==> src/rtl/k_and_s_pkg.sv <==
`default_nettype none
// ============================================================================
// Module   : k_and_s_pkg
// Brief    : Shared types and constants for the K&S core fetch/decode path.
// Revision : 1.0
// ============================================================================
package k_and_s_pkg;

  typedef enum logic [3:0] {
    I_NOP, I_BRANCH, I_BZERO, I_BNEG, I_BOV, I_BNZERO, I_BNNEG, I_BNOV,
    I_LOAD, I_STORE, I_MOVE, I_ADD, I_SUB, I_AND, I_OR, I_HALT
  } decoded_instruction_type;

  localparam int c_opcode_w = 8;

  localparam logic [7:0] c_op_nop    = 8'h00;
  localparam logic [7:0] c_op_branch = 8'h01;
  localparam logic [7:0] c_op_bzero  = 8'h02;
  localparam logic [7:0] c_op_bneg   = 8'h03;
  localparam logic [7:0] c_op_bov    = 8'h04;
  localparam logic [7:0] c_op_bnzero = 8'h05;
  localparam logic [7:0] c_op_bnneg  = 8'h06;
  localparam logic [7:0] c_op_bnov   = 8'h07;
  localparam logic [7:0] c_op_load   = 8'h81;
  localparam logic [7:0] c_op_store  = 8'h82;
  localparam logic [7:0] c_op_move   = 8'h91;
  localparam logic [7:0] c_op_add    = 8'hA1;
  localparam logic [7:0] c_op_sub    = 8'hA2;
  localparam logic [7:0] c_op_and    = 8'hA3;
  localparam logic [7:0] c_op_or     = 8'hA4;
  localparam logic [7:0] c_op_halt   = 8'hFF;

  // LSB positions of the 2-bit register fields inside the IR operand byte
  localparam int c_ls_reg_lsb = 5;
  localparam int c_mov_c_lsb  = 2;
  localparam int c_mov_a_lsb  = 0;
  localparam int c_alu_c_lsb  = 4;
  localparam int c_alu_a_lsb  = 2;
  localparam int c_alu_b_lsb  = 0;

endpackage
`default_nettype wire

==> src/rtl/instruction_decoder.sv <==
`default_nettype none
// ============================================================================
// Module   : instruction_decoder
// Brief    : Combinational IR -> decoded instruction, register fields, illegal flag.
// Revision : 1.0
// ============================================================================
module instruction_decoder
  import k_and_s_pkg::*;
#(
  parameter int DATA_W = 16
) (
  input  logic [DATA_W-1:0]      ir,
  output decoded_instruction_type decoded_instruction,
  output logic [1:0]             a_addr,
  output logic [1:0]             b_addr,
  output logic [1:0]             c_addr,
  output logic                   illegal_op
);

  logic [c_opcode_w-1:0] w_opcode;
  logic                  w_unused_ir7;

  assign w_opcode     = ir[DATA_W-1 -: c_opcode_w];
  assign w_unused_ir7 = ir[7];

  always_comb begin
    decoded_instruction = I_NOP;
    a_addr              = 2'd0;
    b_addr              = 2'd0;
    c_addr              = 2'd0;
    illegal_op          = 1'b0;
    case (w_opcode)
      c_op_nop:    decoded_instruction = I_NOP;
      c_op_branch: decoded_instruction = I_BRANCH;
      c_op_bzero:  decoded_instruction = I_BZERO;
      c_op_bneg:   decoded_instruction = I_BNEG;
      c_op_bov:    decoded_instruction = I_BOV;
      c_op_bnzero: decoded_instruction = I_BNZERO;
      c_op_bnneg:  decoded_instruction = I_BNNEG;
      c_op_bnov:   decoded_instruction = I_BNOV;
      c_op_halt:   decoded_instruction = I_HALT;
      c_op_load: begin
        decoded_instruction = I_LOAD;
        c_addr              = ir[c_ls_reg_lsb +: 2];
      end
      c_op_store: begin
        decoded_instruction = I_STORE;
        a_addr              = ir[c_ls_reg_lsb +: 2];
      end
      c_op_move: begin
        decoded_instruction = I_MOVE;
        c_addr              = ir[c_mov_c_lsb +: 2];
        a_addr              = ir[c_mov_a_lsb +: 2];
      end
      c_op_add, c_op_sub, c_op_and, c_op_or: begin
        unique case (w_opcode)
          c_op_add: decoded_instruction = I_ADD;
          c_op_sub: decoded_instruction = I_SUB;
          c_op_and: decoded_instruction = I_AND;
          default:  decoded_instruction = I_OR;
        endcase
        c_addr = ir[c_alu_c_lsb +: 2];
        a_addr = ir[c_alu_a_lsb +: 2];
        b_addr = ir[c_alu_b_lsb +: 2];
      end
      default: illegal_op = 1'b1;
    endcase
  end

endmodule
`default_nettype wire

==> src/rtl/fetch_decode_unit.sv <==
`default_nettype none
// ============================================================================
// Module   : fetch_decode_unit
// Brief    : PC, IR and memory address mux feeding the instruction decoder.
// Revision : 1.0
// ============================================================================
module fetch_decode_unit
  import k_and_s_pkg::*;
#(
  parameter int ADDR_W = 5,
  parameter int DATA_W = 16
) (
  input  logic                    clk,
  input  logic                    rst_n,
  input  logic                    ir_enable,
  input  logic                    pc_enable,
  input  logic                    branch,
  input  logic                    addr_sel,
  input  logic [DATA_W-1:0]       data_in,
  output logic [ADDR_W-1:0]       ram_addr,
  output decoded_instruction_type decoded_instruction,
  output logic [1:0]              a_addr,
  output logic [1:0]              b_addr,
  output logic [1:0]              c_addr,
  output logic                    illegal_op
);

  logic [ADDR_W-1:0] r_pc;
  logic [DATA_W-1:0] r_ir;
  logic [ADDR_W-1:0] w_pc_next;

  // Branch target is taken from the IR as it stands before this edge
  assign w_pc_next = branch ? r_ir[ADDR_W-1:0] : r_pc + ADDR_W'(1);

  always_ff @(posedge clk or negedge rst_n) begin
    if (!rst_n) begin
      r_pc <= '0;
      r_ir <= '0;
    end else begin
      if (pc_enable) r_pc <= w_pc_next;
      if (ir_enable) r_ir <= data_in;
    end
  end

  assign ram_addr = addr_sel ? r_pc : r_ir[ADDR_W-1:0];

  instruction_decoder #(
    .DATA_W (DATA_W)
  ) u_decoder (
    .ir                  (r_ir),
    .decoded_instruction (decoded_instruction),
    .a_addr              (a_addr),
    .b_addr              (b_addr),
    .c_addr              (c_addr),
    .illegal_op          (illegal_op)
  );

endmodule
`default_nettype wire

==> config.mk <==
export PLATFORM = sky130hd
export DESIGN_NAME = fetch_decode_unit
export DESIGN_NICKNAME = d
export VERILOG_FILES = /design/src/rtl/k_and_s_pkg.sv /design/src/rtl/instruction_decoder.sv /design/src/rtl/fetch_decode_unit.sv
export SDC_FILE = /design/constraint.sdc
export NUM_CORES = 1
export LEC_CHECK = 0
export CORE_MARGIN = 2
export CORE_UTILIZATION = 47
export DETAILED_ROUTE_END_ITERATION = 6
export HOLD_SLACK_MARGIN = 0.05
export PLACE_DENSITY = 0.89
export SETUP_SLACK_MARGIN = 0.15
export SYNTH_ARGS = -nofsm -noshare
export SYNTH_HDL_FRONTEND = slang
export SYNTH_HIERARCHICAL = 1
export SYNTH_SLANG_ARGS = --single-unit
==> constraint.sdc <==
create_clock -name clk -period 2.5 [get_ports clk]
set_input_delay 0.5 -clock clk [delete_from_list [all_inputs] [get_ports clk]]
set_output_delay 0.5 -clock clk [all_outputs]
set_load 0.05 [all_outputs]
* Word level (Yosys, flattened, before mapping)
Index checks and enable logic that the tools add are counted.
** Storage, ports and cells
- Word-level logic and storage cells :: 29
- Bits in registers :: 21
- Output and inout bits :: 16
** Operators by class
- Eq/ne operators :: 15
- $add $sub $neg :: 1
- Reduce and logical (&&, ||, !) cells :: 3
- Mux-type cells :: 8
** Operator list (count)
- 8-bit equality test, second input constant :: 8
- 4-bit one-hot mux with 12 select lines :: 1
- 8-bit by 3-bit equality test with 1-bit output, second input constant :: 4
- 8-bit by 2-bit equality test with 1-bit output, second input constant :: 2
- 16-bit OR reduction :: 1
- 2-bit one-hot mux with 3 select lines :: 2
- 5-bit 2-to-1 mux :: 2
- 3-bit one-hot mux with 3 select lines :: 1
- 8-bit by 1-bit equality test with 1-bit output, second input constant :: 1
- 8-bit zero test :: 1
- 5-bit by 1-bit adder with 5-bit output, second input constant :: 1
- 4-bit OR reduction :: 1
- 2-bit 2-to-1 mux :: 1
- 1-bit 2-to-1 mux :: 1

* Logic depth before layout (Yosys ltp)
Gate-level depths: netlist (run 1).
- Depth in word-level cells :: 3
- Gate-level depth with buffers :: 6
- Gate-level depth less buffers :: 4

* Hierarchy
Netlist (run 1), hierarchy kept.
** By module, submodules not included
- fetch_decode_unit :: instances 1, seq. area each 525.5 µm², area an instance 959.7 µm², cells an instance 70
- instruction_decoder :: instances 1, seq. area each 0.0 µm², area an instance 394.1 µm², cells an instance 60

* Worst setup path before layout (run 1)
Ideal clock, no wire load.
- Path kind :: reg2out
- Start :: reg r_ir[12]
- End :: out decoded_instruction[3]
- Setup slack :: -0.185 ns
- Data arrival time :: 2.185 ns
- Stages on the path, launching flop included :: 5
- Path through :: dfrtp_1 > buf_6 > or3_4 > buf_6 > o31ai_1
** Between the ends
- Cells in the longest elaborated chain, start to end :: 3
- Elaborated cells on any way between the ends :: 17
** RTL lines
- from (decl) :: RTL line fetch_decode_unit.sv:29 : logic [DATA_W-1:0] r_ir;
- from (signal assigned) :: RTL line fetch_decode_unit.sv:41 : if (ir_enable) r_ir <= data_in;
- 8-bit equality test :: RTL line instruction_decoder.sv:32 : case (w_opcode)
- 4-bit OR reduction
- 4-bit one-hot mux with 12 select lines (*) :: RTL line instruction_decoder.sv:32
- to (decl) :: RTL line fetch_decode_unit.sv:21 : output decoded_instruction_type decoded_instruction,
Every way passes the cells marked *; elsewhere a longest branch is shown, timed or not.

* Worst setup path after layout (run 1)
- Start :: reg r_ir[10]
- End :: out a_addr[0]
** Between the ends
- Cells in the longest elaborated chain, start to end :: 3
- Elaborated cells on any way between the ends :: 8
** RTL lines
- 8-bit equality test :: RTL line instruction_decoder.sv:32
- 4-bit OR reduction
- 2-bit one-hot mux with 3 select lines (*) :: RTL line instruction_decoder.sv:32
- to (decl) :: RTL line fetch_decode_unit.sv:22 : output logic [1:0] a_addr,
Marked as above.

==> results of run 1 <==
## cell usage in the layout, fill, tap and decap left out, types with 2 or more instances in the layout
cell and n:
dfrtp_1 16, o21ai_1 2, inv_1 2, o21ai_2 3
mux2_2 20, clkdlybuf4s50_1 20, nand4_1 3, clkbuf_16 2
buf_12 8, nand2_1 8, nor3_1 2, nand3_1 7
mux2i_1 4, dfrtp_2 4, buf_4 18, clkbuf_4 3
and2_1 2, o211ai_1 3, nand2b_1 4, a31oi_1 2
a22oi_1 2, nor2_1 6, o21bai_1 2, a21oi_1 6
## power by group
| group | switching, µW | internal [µW] |
|---|---|---|
| registers | 55.8 | 366 |
| logic | 193 | 177 |
| clock network | 96.4 | 88.9 |
## worst max path at each step
| stage | end | slack [ps] |
|---|---|---|
| 2_1_floorplan | c_addr[0] | 150 |
| 3_3_place_gp | c_addr[0] | 370 |
| 3_5_place_dp | c_addr[1] | 340 |
| 4_1_cts | a_addr[0] | 100 |
| 5_1_grt | a_addr[1] | -30 |
| 6_report | a_addr[0] | 40 |
## per-layer routing
layer  vias up  part of all wire, %  track usage [%]
met5         -                    0                0
met1       584                   40             25.8
met3        13                  6.1             3.63
li1        559                    -                -
met4         0                  3.3             12.6
met2        62                   51             38.9
## worst register-to-register path, stage by stage (launching register included)
cell and delay, ps:
dfrtp_1 440, ha_1 210, nand3_1 130, or3_1 340, nand3_1 100
## area by class of cell
type	count	share of cell area [%]
Multi-Input combinational cell	96	40.0
Timing Repair Buffer	49	29.2
Sequential cell	20	26.5
Tap cell	31	2.03
Clock buffer	4	1.90
Inverter	2	0.394
## flip-flops by register name, summed over array words and instances, names as in the netlist
| signal | cells |
|---|---|
| r_ir | 15 |
| r_pc | 5 |
## metrics by stage
step,util (%),hold WS [ps],worst slack [ps],instance area (µm²),instances
2_1_floorplan,-,204,154,1320,128
6_report,70.4,521,42.5,1910,202
5_1_grt,70.4,551,-30.7,1910,202
3_3_place_gp,65.2,535,372,1770,190
4_1_cts,68.5,530,97.3,1860,198
3_5_place_dp,65.2,528,338,1770,190
## repair_timing
action	in CTS	in global routing
endpoints found under the hold margin	0	0
endpoints found under the setup margin	9	11
pin swaps	9	3
buffers inserted	4	4
resized for setup	7	6
==> reports/metrics.yaml, run 1 <==
grt_max_degree: 21
vias_per_cell: 6.03
maxCapViolations: 0
path_class: "reg -> out"
die-width_um: 56.9
multi_input_area_um2: 762
status: "finished, final reports clean"
grt_setup_unrepaired: "true"
io_buffers: 36
clk_pin_slew_ps: 110
syn2layout_area_growth_pct: 44.7
tightest_slew_ps: 439
insertion_delay_ps: 300
slew_violations: 0
drtIter0Drc: 54
dr.pass1.iters: 4
crit_buf_inv: 1
regToRegSetupSlack_ps: 1220
p_leak_uw: 0.000769
vias: 1218
numCtsBuffers: 3
period_needed_ps: 2460
syn-num-nets: 151
drive_gt1_share_pct: 40.9
setup_viol: 0
grt_remaining_overflow: 0
power_density_mw_per_mm2: 512
rows: 19
holdCritPathClass: "in -> async"
critPathLaunch: "r_ir[10]$_DFFE_PN0P_"
worstReg2RegEnd: "r_pc[4]$_DFFE_PN0P_"
worst-path-stages: 5
cp.required_ps: 2000
pin_count: 38
core_area_mm2: 0.00271
route.detailed.drc: 0
worstRegToRegCells: 4
antenna_found_initial: 0
cts_max_level: 1
tns_ps: 0
fillerInstances: 188
cts_tree: "done"
arrival_ps: 1960
max_freq_ghz: 0.407
syn_area_mm2: 0.00132
ant_nets: 0
place_hpwl_um: 2430
hold_buffers: 0
reg2reg_from: "r_pc[0]$_DFFE_PN0P_"
crit_family: "simple AND/OR/NAND/NOR gates"
cp_max_fo: 6
die_y_um: 56.9
grt_usage_pct: 22.3
endpoint_kind: "output port"
gp_congestion: 0.885
syn-mean-instance-area_um2: 10.3
clock-root-buffer: "clkbuf_4"
clock-sinks: 20
grt_pass1_vias: 1197
die_area_mm2: 0.00324
cpMaxStageDelayCell: "dfrtp_1"
drt-total-wl_um: 3380
critPathLaunchType: "flip-flop"
grt_first_pass_wirelength_um: 5630
register_area_um2: 505
synthCells: 128
nNetsFinal: 195
start_util_pct: 48.6
n_antenna_cell: 0
period_share_pct: 98.3
ys_warn_count: 6
hold_viol: 0
cts_max_path_buffers: 2
ir_drop_mv: 0.489
cp_cell_sequence: "or3b_4, a211oi_4, a22oi_1, nand2_1, buf_12"
wl_per_cell_um: 16.7
relSlewSlack_pct: 70.6
power_uw: 976
skew_ps: 1.53
max_stage_delay_ps: 450
No activity file was read; power rests on OpenSTA's default activity.
==> inputs of run 2 (changes only) <==
MAX_ROUTING_LAYER = met4   (was unset)
clock period = 2.53 ns   (was 2.5 ns; I/O delays follow)
==> run 2 against run 1 <==
Power up 7.7%. Worst setup slack better by 83 ps. Die area stayed put. Design area increased by 3.3%. Sequential share of layout area decreased by 0.79 points. Worst hold slack gained 12 ps. Utilization increased by 2.4 points. First-iteration DRC count decreased by 46%. Via count is 2.2% lower. Combinational power increased by 3%. Clock skew grew 2.9 ps. Critical endpoint is now decoded_instruction[1]. Highest routed layer unchanged.
==> reports/metrics.yaml, run 2 (synthesized netlist as in run 1, its figures left out) <==
syn2layout_area_growth_pct: 49.6
path_class: "reg -> out"
p_leak_uw: 0.000786
die_area_mm2: 0.00324
start_util_pct: 48.6
clk_pin_slew_ps: 110
ir_drop_mv: 0.607
drtIter0Drc: 29
period_needed_ps: 2400
hold_ws_ps: 533
arrival_ps: 1900
reg.largest.list: "r_ir: 15 flops, r_pc: 5 flops"
ant_nets: 0
rows: 19
cts_max_level: 1
die-width_um: 56.9
clock-sinks: 20
route.detailed.drc: 0
pin_count: 38
antenna_found_initial: 0
placedCellCount: 189
n_antenna_cell: 0
largest_reg_flops: 15
max_freq_ghz: 0.416
wl_per_cell_um: 16.5
grt_setup_unrepaired: "true"
slew_violations: 0
tns_ps: 0
endpoint_kind: "output port"
clock-root-buffer: "clkbuf_4"
skew_ps: 4.40
tightest_slew_ps: 440
numCtsBuffers: 3
die_y_um: 56.9
cp_max_fo: 6
vias_per_cell: 5.87
hold_viol: 0
cts_tree: "done"
place_hpwl_um: 2420
core_area_mm2: 0.00271
maxCapViolations: 0
dr.pass1.iters: 4
status: "finished, final reports clean"
instances_no_fill: 203
vias: 1191
hold_buffers: 0
period_share_pct: 95.0
power_density_mw_per_mm2: 533
fillerInstances: 200
holdCritPathClass: "in -> async"
top_register: "r_ir"
drive_gt1_share_pct: 45.3
relSlewSlack_pct: 70.6
final_cell_mix: "mux2_2, clkdlybuf4s50_1, buf_4"
cts_max_path_buffers: 2
setup_viol: 0
insertion_delay_ps: 290
grt_max_degree: 21
grt_first_pass_wirelength_um: 5430
cp.required_ps: 2020
gp_congestion: 0.890
grt_usage_pct: 22.0
io_buffers: 36
grt_pass1_vias: 1170
drt-total-wl_um: 3360
grt_remaining_overflow: 0
nNetsFinal: 196
critPathLaunchType: "flip-flop"
## run 2: cell types whose count changed in the layout (fill, tap and decap cells not counted), moves of 2 or more
| cell | delta |
|---|---|
| buf_6 | +2 |
| nand2_2 | +2 |
| nand2_1 | -2 |
| nor2_1 | -2 |
## run 2: metal layers
metal	part of all wire [%]	global-route usage, %
met3	5.6	3.85
met2	54	39.7
met1	39	24.4
met4	1.0	6.98
met5	0	-
## run 2: per-stage QoR
stage	setup slack (ps)	cell area (µm²)	total power [µW]	utilization [%]
after global routing	28.7	1970	1110	72.7
after detailed placement	282	1750	750	64.5
after CTS	136	1870	1020	68.8
after floorplan	178	1320	639	-
after global placement	319	1750	732	64.5
final	126	1970	1050	72.7
## run 2: final cells by class
type / instances / area, µm² / area share, %
multi-input combinational: 96 / 803 / 40.8
timing repair buffer: 50 / 562 / 28.5
sequential: 20 / 507 / 25.7
tap: 31 / 38.8 / 1.97
clock inverter: 1 / 30.0 / 1.52
clock buffer: 3 / 22.5 / 1.14
inverter: 2 / 7.51 / 0.381
## run 2: repair_timing
| item | CTS | global route |
|---|---|---|
| buffers inserted | 6 | 4 |
| endpoints found under the setup margin | 10 | 10 |
| pin swaps | 4 | 8 |
| resized for setup | 6 | 20 |
| endpoints found under the hold margin | 0 | 0 |
## run 2: critical path, stage by stage, from the launching register on
cell and delay [ps]:
dfrtp_2 460, or2_4 290, nor4_4 210, o211ai_1 240, o21ai_1 200, clkbuf_16 200
## run 2: worst paths after layout
check | cells past startpoint | slack, ps | startpoint | endpoint
setup / recovery | 5 | 130 | r_ir[13]$_DFFE_PN0P_ | decoded_instruction[1]
setup reg to reg | 4 | 1290 | r_pc[0]$_DFFE_PN0P_ | r_pc[4]$_DFFE_PN0P_
max in group asynchronous | 2 | 1780 | rst_n | r_ir[11]$_DFFE_PN0P_
hold / removal | 2 | 530 | rst_n | r_pc[4]$_DFFE_PN0P_
hold reg to reg | 1 | 560 | r_ir[6]$_DFFE_PN0P_ | r_ir[6]$_DFFE_PN0P_
min in group clk | 1 | 560 | r_ir[6]$_DFFE_PN0P_ | r_ir[6]$_DFFE_PN0P_
## run 2: report_power, final
part           internal, µW  switching (µW)
logic                   181             200
registers               362            54.5
clock network           160            93.4
==> inputs of run 3 (changes only) <==
==> constraint.sdc (replaced) <==
create_clock -name clk -period 2.53 [get_ports clk]
set_input_delay 0.3795 -clock clk [delete_from_list [all_inputs] [get_ports clk]]
set_output_delay 0.3795 -clock clk [all_outputs]
set_load 0.05 [all_outputs]
==> run 3 against run 2 <==
Design area is 4.8% lower. Wire length rose by 3.5%. Final cell count fell by 2.0%. Clock-buffer cell count unchanged. Sequential cell count stayed put. Clock power about the same. Critical path type unchanged. Largest power group unchanged.
==> reports/metrics.yaml, run 3 (synthesized netlist as in run 1, its figures left out) <==
critPathLaunch: "r_ir[8]$_DFFE_PN0P_"
cpMaxStageDelayCell: "or3b_4"
clock-root-buffer: "clkbuf_4"
grt_setup_unrepaired: "true"
die-width_um: 56.9
status: "finished, final reports clean"
drive_gt1_share_pct: 38.7
rows: 19
holdCritPathClass: "reg -> reg"
setup_viol: 0
grt_remaining_overflow: 0
clk_pin_slew_ps: 110
pwr-share-clk_pct: 24.6
arrival_ps: 1970
relSlewSlack_pct: 39.9
io_buffers: 36
max_stage_delay_ps: 440
hold_viol: 0
skew_ps: 4.97
vias_per_cell: 6.04
p_sw_uw: 343
seqPwrFrac_pct: 40.6
endpoint_kind: "output port"
vias: 1202
tightest_slew_ps: 899
n_antenna_cell: 0
cp_max_fo: 6
critPathLaunchType: "flip-flop"
syn2layout_area_growth_pct: 42.5
regToRegSetupSlack_ps: 1290
pwr-share-comb_pct: 34.7
grt_max_degree: 21
final_cell_mix: "mux2_2, clkdlybuf4s50_1, buf_4"
route.detailed.drc: 0
reg2reg_from: "r_pc[0]$_DFFE_PN0P_"
path_class: "reg -> out"
cp_cell_sequence: "or3b_4, a211oi_4, a22oi_1, nand2_1, buf_12"
cp.required_ps: 2150
fin_ws_ps: 183
top_register: "r_ir"
period_needed_ps: 2350
nNetsFinal: 192
cts_max_path_buffers: 2
dr.pass1.iters: 4
ant_nets: 0
grt_usage_pct: 22.4
start_util_pct: 48.6
wl_per_cell_um: 17.5
slew_violations: 0
power_density_mw_per_mm2: 550
die_area_mm2: 0.00324
core_area_mm2: 0.00271
min_from: "r_ir[6]$_DFFE_PN0P_"
p_leak_uw: 0.000752
p_sw_share_pct: 33.3
place_ws_ps: 380
intPower_uw: 689
drtIter0Drc: 48
insertion_delay_ps: 290
cts_tree: "done"
die_y_um: 56.9
pin_count: 38
drt-total-wl_um: 3470
tns_ps: 0
clock-sinks: 20
max_freq_ghz: 0.426
maxCapViolations: 0
gp_congestion: 0.875
largest_reg_flops: 15
antenna_found_initial: 0
period_share_pct: 92.8
place_hpwl_um: 2490
grt_pass1_vias: 1255
numCtsBuffers: 3
ir_drop_mv: 0.474
grt_first_pass_wirelength_um: 5580
reg.largest.list: "r_ir: 15 flops, r_pc: 5 flops"
cts_max_level: 1
-- run 3: cell types whose count changed in the layout (fill, tap and decap cells not counted), sizes merged --
cell / previous run / this run
buf: 29 / 26
clkbuf: 4 / 3
-- run 3: path summary, 6_finish.rpt --
kind,endpoint,cells past startpoint
max,a_addr[0],5
min,r_ir[6]$_DFFE_PN0P_,1
max reg2reg,r_pc[4]$_DFFE_PN0P_,4
min reg2reg,r_ir[6]$_DFFE_PN0P_,1
max in group asynchronous,r_ir[12]$_DFFE_PN0P_,1
min in group asynchronous,r_pc[2]$_DFFE_PN0P_,1
-- run 3: what timing repair did --
action                                  in CTS  in global routing
setup buffers                                1                  7
gates resized for setup                      5                  4
pin swaps                                    1                  5
hold buffers                                 0                  0
endpoints found under the setup margin       7                  7
-- run 3: final cells by class --
class,instances,area (µm²)
Clock inverter,1,30.0
Sequential cell,20,505
Inverter,2,7.51
Timing Repair Buffer,46,508
Tap cell,31,38.8
Fill cell,213,833
Multi-Input combinational cell,96,764
Clock buffer,3,22.5
-- run 3: worst max-delay path, delay by kind of cell, from the launching register on --
| family | cells | cell delay (ps) |
|---|---|---|
| AOI/OAI and AO/OA | 2 | 510 |
| buffers and inverters | 1 | 150 |
| DFF | 1 | 420 |
| and+or+nand+nor | 2 | 590 |
-- run 3: per-stage QoR --
stage | util, % | power, µW | instances | hold slack (ps) | instance area (µm²)
floorplan | - | 639 | 128 | 83.9 | 1320
global placement | 63.9 | 730 | 187 | 535 | 1730
detailed placement | 63.9 | 749 | 187 | 533 | 1730
CTS | 66.6 | 1010 | 192 | 566 | 1800
global route | 69.3 | 1080 | 199 | 605 | 1880
finish | 69.3 | 1030 | 199 | 562 | 1880
-- run 3: routing by layer --
metal / routed length, µm / global-route usage, %
met3: 233 / 4.08
met2: 1940 / 41.9
met4: 31 / 6.31
met5: 0 / -
met1: 1270 / 23.9
-- run 3: power by group through the flow --
stage               combinational, µW  sequential [µW]  clock [µW]
global route                      382              427         273
floorplan                         241              398           0
detailed placement                324              425           0
finish                            358              420         254
global placement                  310              420           0
CTS                               333              418         259
==> RTL change 1 (flow settings as in run 2) <==
`ADDR_W`: 5 -> 4.
--- a/src/rtl/fetch_decode_unit.sv
+++ b/src/rtl/fetch_decode_unit.sv
@@ -8,5 +8,5 @@
   import k_and_s_pkg::*;
 #(
-  parameter int ADDR_W = 5,
+  parameter int ADDR_W = 4,
   parameter int DATA_W = 16
 ) (
Interface: changed (resized ram_addr); port bits go from 38 to 37. No check against the original RTL was run, so the function may have changed too.
==> RTL change 1 against run 2 <==
  * Sequential cell count down 1
  * Power is 15% lower
  * Final area fell by 6.3%
  * Count of clock-buffer cells in the layout up 1
  * Via count shrank 3.8%
  * Synthesized area fell by 3.7%
  * Setup slack improved by 0.0059 ns
  * Non-clock buffer count decreased by 1
  * Global-route usage grew 1.2 points
  * Wire length fell by 3.7%
  * Highest routed layer unchanged
==> RTL change 1: results <==
metrics = {
    "power_and_ir_drop": {
        "p_leak_nw": 0.7648,
        "pg_comb_mw": 0.356,
        "vdd_drop_max_uv": 498.7,
        "p_per_area_nw_per_um2": 484.2,
        "power_frac_seq": 0.435,
    },
    "global_routing": {
        "grt_pass1_vias": 1176,
        "grt_start_max_net_pins": 20,
        "track_usage": 0.2318,
        "grt_pass1_wl_um": 5575,
    },
    "routing": {
        "finalWirelength_um": 3232,
        "first_iter_violations": 28,
        "routedWlPerCell_um": 16.41,
        "viasPerCell": 5.817,
    },
    "timing": {
        "hold_slack_ns": 0.5263,
        "period_share": 0.9479,
        "clock_skew_ns": 0.006912,
    },
    "placed_design": {
        "dpl_cell_area_sq_um": 1683,
        "numPortBuffers": 35,
        "dp_cells": 181,
        "pre_cts_slack_ns": 0.2884,
        "hpwlAfterDp_um": 2301,
    },
    "worst_hold_path": {
        "holdCritPathClass": "flop to flop",
    },
    "critical_path": {
        "crit_end": "a_addr[1]",
        "crit_path_max_incr_delay_ns": 0.44,
        "cp-startpoint": "r_ir[9]$_DFFE_PN0P_",
        "r2r_end": "r_pc[2]$_DFFE_PN0P_",
        "r2r_slack_ns": 1.40,
    },
    "layout": {
        "final_nets": 191,
    },
    "logic_synthesis": {
        "syn_nets": 147,
        "syn_avg_cell_area_sq_um": 10.23,
    },
    "clock_tree": {
        "cts_resized": 8,
        "cts_setup_buffers": 9,
    },
    "outcome": {
        "status": "completed",
    },
}
-- RTL change 1: metal layers --
| layer | share of wire | vias to the layer above | global-route usage | wire length (um) |
|---|---|---|---|---|
| met4 | 0.022 | 0 | 0.1224 | 70 |
| met5 | 0 | - | - | 0 |
| met3 | 0.046 | 8 | 0.02791 | 149 |
| met2 | 0.53 | 48 | 0.3929 | 1719 |
| li1 | - | 536 | - | - |
| met1 | 0.40 | 554 | 0.2687 | 1292 |
-- RTL change 1: cell type report --
type                    count  area, sq um
multi-input cells          92        734.5
fillers                   191        676.9
repair buffers             49        554.3
flip-flops and latches     19        481.7
well taps                  30        37.54
clock buffers               4        26.28
inverters                   3        11.26
-- RTL change 1: worst reg2reg max path, delay by kind of cell (launching register included) --
| kind | cells | cell delay, ns |
|---|---|---|
| AOI/OAI and AO/OA | 2 | 0.28 |
| and+or+nand+nor | 1 | 0.07 |
| adders and majority gates | 1 | 0.23 |
| DFF | 1 | 0.45 |
==> RTL change 2 (flow settings as in run 2) <==
Without the edit above. Add an input register stage for `data_in`, with the module's reset; this delays it by one clock. The other inputs are not delayed to match.
--- a/src/rtl/fetch_decode_unit.sv
+++ b/src/rtl/fetch_decode_unit.sv
@@ -26,4 +26,14 @@
 );
 
+  logic [DATA_W-1:0] data_q;
+
+  always_ff @(posedge clk or negedge rst_n) begin
+    if (!rst_n) begin
+      data_q <= '0;
+    end else begin
+      data_q <= data_in;
+    end
+  end
+
   logic [ADDR_W-1:0] r_pc;
   logic [DATA_W-1:0] r_ir;
@@ -39,5 +49,5 @@
     end else begin
       if (pc_enable) r_pc <= w_pc_next;
-      if (ir_enable) r_ir <= data_in;
+      if (ir_enable) r_ir <= data_q;
     end
   end
Check against the original RTL: not equivalent (Yosys sat finds a counterexample within 4 cycles, from zero or initial values and one cycle with rst_n low).
==> RTL change 2 against run 2 <==
  * Core utilization down 1.5 points
  * Sequential cell count is 15 higher
  * Setup slack worse by 0.079 ns
  * Power increased by 30%
  * Wire length grew 27%
  * Synthesized cell count rose by 12%
  * Combinational power increased by 6.6%
  * Synthesized area up 28%
  * Sequential power increased by 62%
  * Critical path depth unchanged
  * Cell count increased by 20%
  * Critical endpoint is now c_addr[1]
  * Final area increased by 23%
==> RTL change 2: results <==
metrics = {
    "outcome": {
        "status": "completed",
    },
    "global_routing": {
        "grt_start_max_net_pins": 36,
        "track_usage": 0.2326,
        "grt_pass1_vias": 1461,
        "grt_pass1_wl_um": 7093,
    },
    "critical_path": {
        "cp_max_fo": 6,
        "r2r_end": "r_pc[2]$_DFFE_PN0P_",
        "crit_arrival_ns": 1.98,
        "crit_end": "c_addr[1]",
        "r2r_cells": 3,
        "cp-startpoint": "r_ir[9]$_DFFE_PN0P_",
    },
    "worst_hold_path": {
        "holdCritPathClass": "flop to flop",
        "hold_end": "r_ir[11]$_DFFE_PN0P_",
    },
    "timing": {
        "min_period_ns": 2.483,
        "clock_skew_ns": 0.01066,
        "slew_headroom": 0.5367,
    },
    "routing": {
        "first_iter_violations": 61,
        "finalWirelength_um": 4264,
        "vias": 1416,
    },
    "placed_design": {
        "gp_congestion": 0.8802,
        "hpwlAfterDp_um": 2651,
        "pre_cts_slack_ns": 0.2403,
        "numPortBuffers": 36,
    },
    "power_and_ir_drop": {
        "vdd_drop_max_uv": 533.2,
        "p_sw_mw": 0.4494,
        "power_frac_seq": 0.495,
        "combinationalPowerShare": 0.298,
        "p_leak_nw": 0.9883,
    },
    "layout": {
        "nFillCells": 206,
        "final_nets": 219,
        "largestRegisters": "data_q: 15 flops, r_ir: 15 flops, r_pc: 5 flops",
    },
    "clock_tree": {
        "h-tree-depth": 2,
        "clk_latency_ns": 0.33,
    },
    "logic_synthesis": {
        "syn_nets": 166,
    },
}
==> RTL change 2: cell types whose count changed in the layout (fill, tap and decap cells not counted), moves of 2 or more <==
cell | before | now
o21ai_1 | 2 | 0
dfrtp_2 | 5 | 7
dfrtp_1 | 15 | 28
a21oi_2 | 0 | 2
clkbuf_4 | 3 | 5
buf_4 | 17 | 24
a21oi_1 | 6 | 4
clkbuf_1 | 0 | 2
buf_12 | 8 | 10
==> RTL change 2: timing repair <==
| action | in CTS | in global routing |
|---|---|---|
| pin swaps | 9 | 8 |
| gates resized for setup | 17 | 8 |
| endpoints found under the setup margin | 10 | 11 |
| setup buffers | 13 | 4 |
==> RTL change 2: area by class of cell <==
type                    instances  area share
clock buffers                   7     0.01865
clock inverters                 1    0.002073
inverters                       2    0.003109
multi-input cells              96      0.3363
flip-flops and latches         35      0.3663
well taps                      46     0.02383
repair buffers                 56      0.2497
==> RTL change 2: worst max-delay path, stage by stage, from the launching register on <==
cell and delay [ns]:
dfrtp_2 0.44, or3b_4 0.42, a211oi_4 0.36, nand2_1 0.14
o21ai_2 0.12, buf_12 0.17
==> RTL change 2: per-layer routing <==
metal  GRT usage  routed length, um  up-vias  part of all wire
met5           -                  0        -                 0
met4      0.1196                163        0             0.038
met3     0.05282                219       21             0.051
met2      0.3763               2254       64              0.53
met1      0.2716               1626      710              0.38
li1            -                  -      621                 -
==> RTL change 2: per-stage QoR <==
stage / hold slack, ns / instances / power (mW) / area [sq um]
after global placement: 0.4575 / 218 / 0.9940 / 2146
after floorplan: 0.2104 / 143 / 0.8978 / 1698
after CTS: 0.4853 / 239 / 1.342 / 2357
after global routing: 0.4974 / 243 / 1.435 / 2415
after detailed placement: 0.4659 / 218 / 1.018 / 2146
final: 0.4862 / 243 / 1.362 / 2415
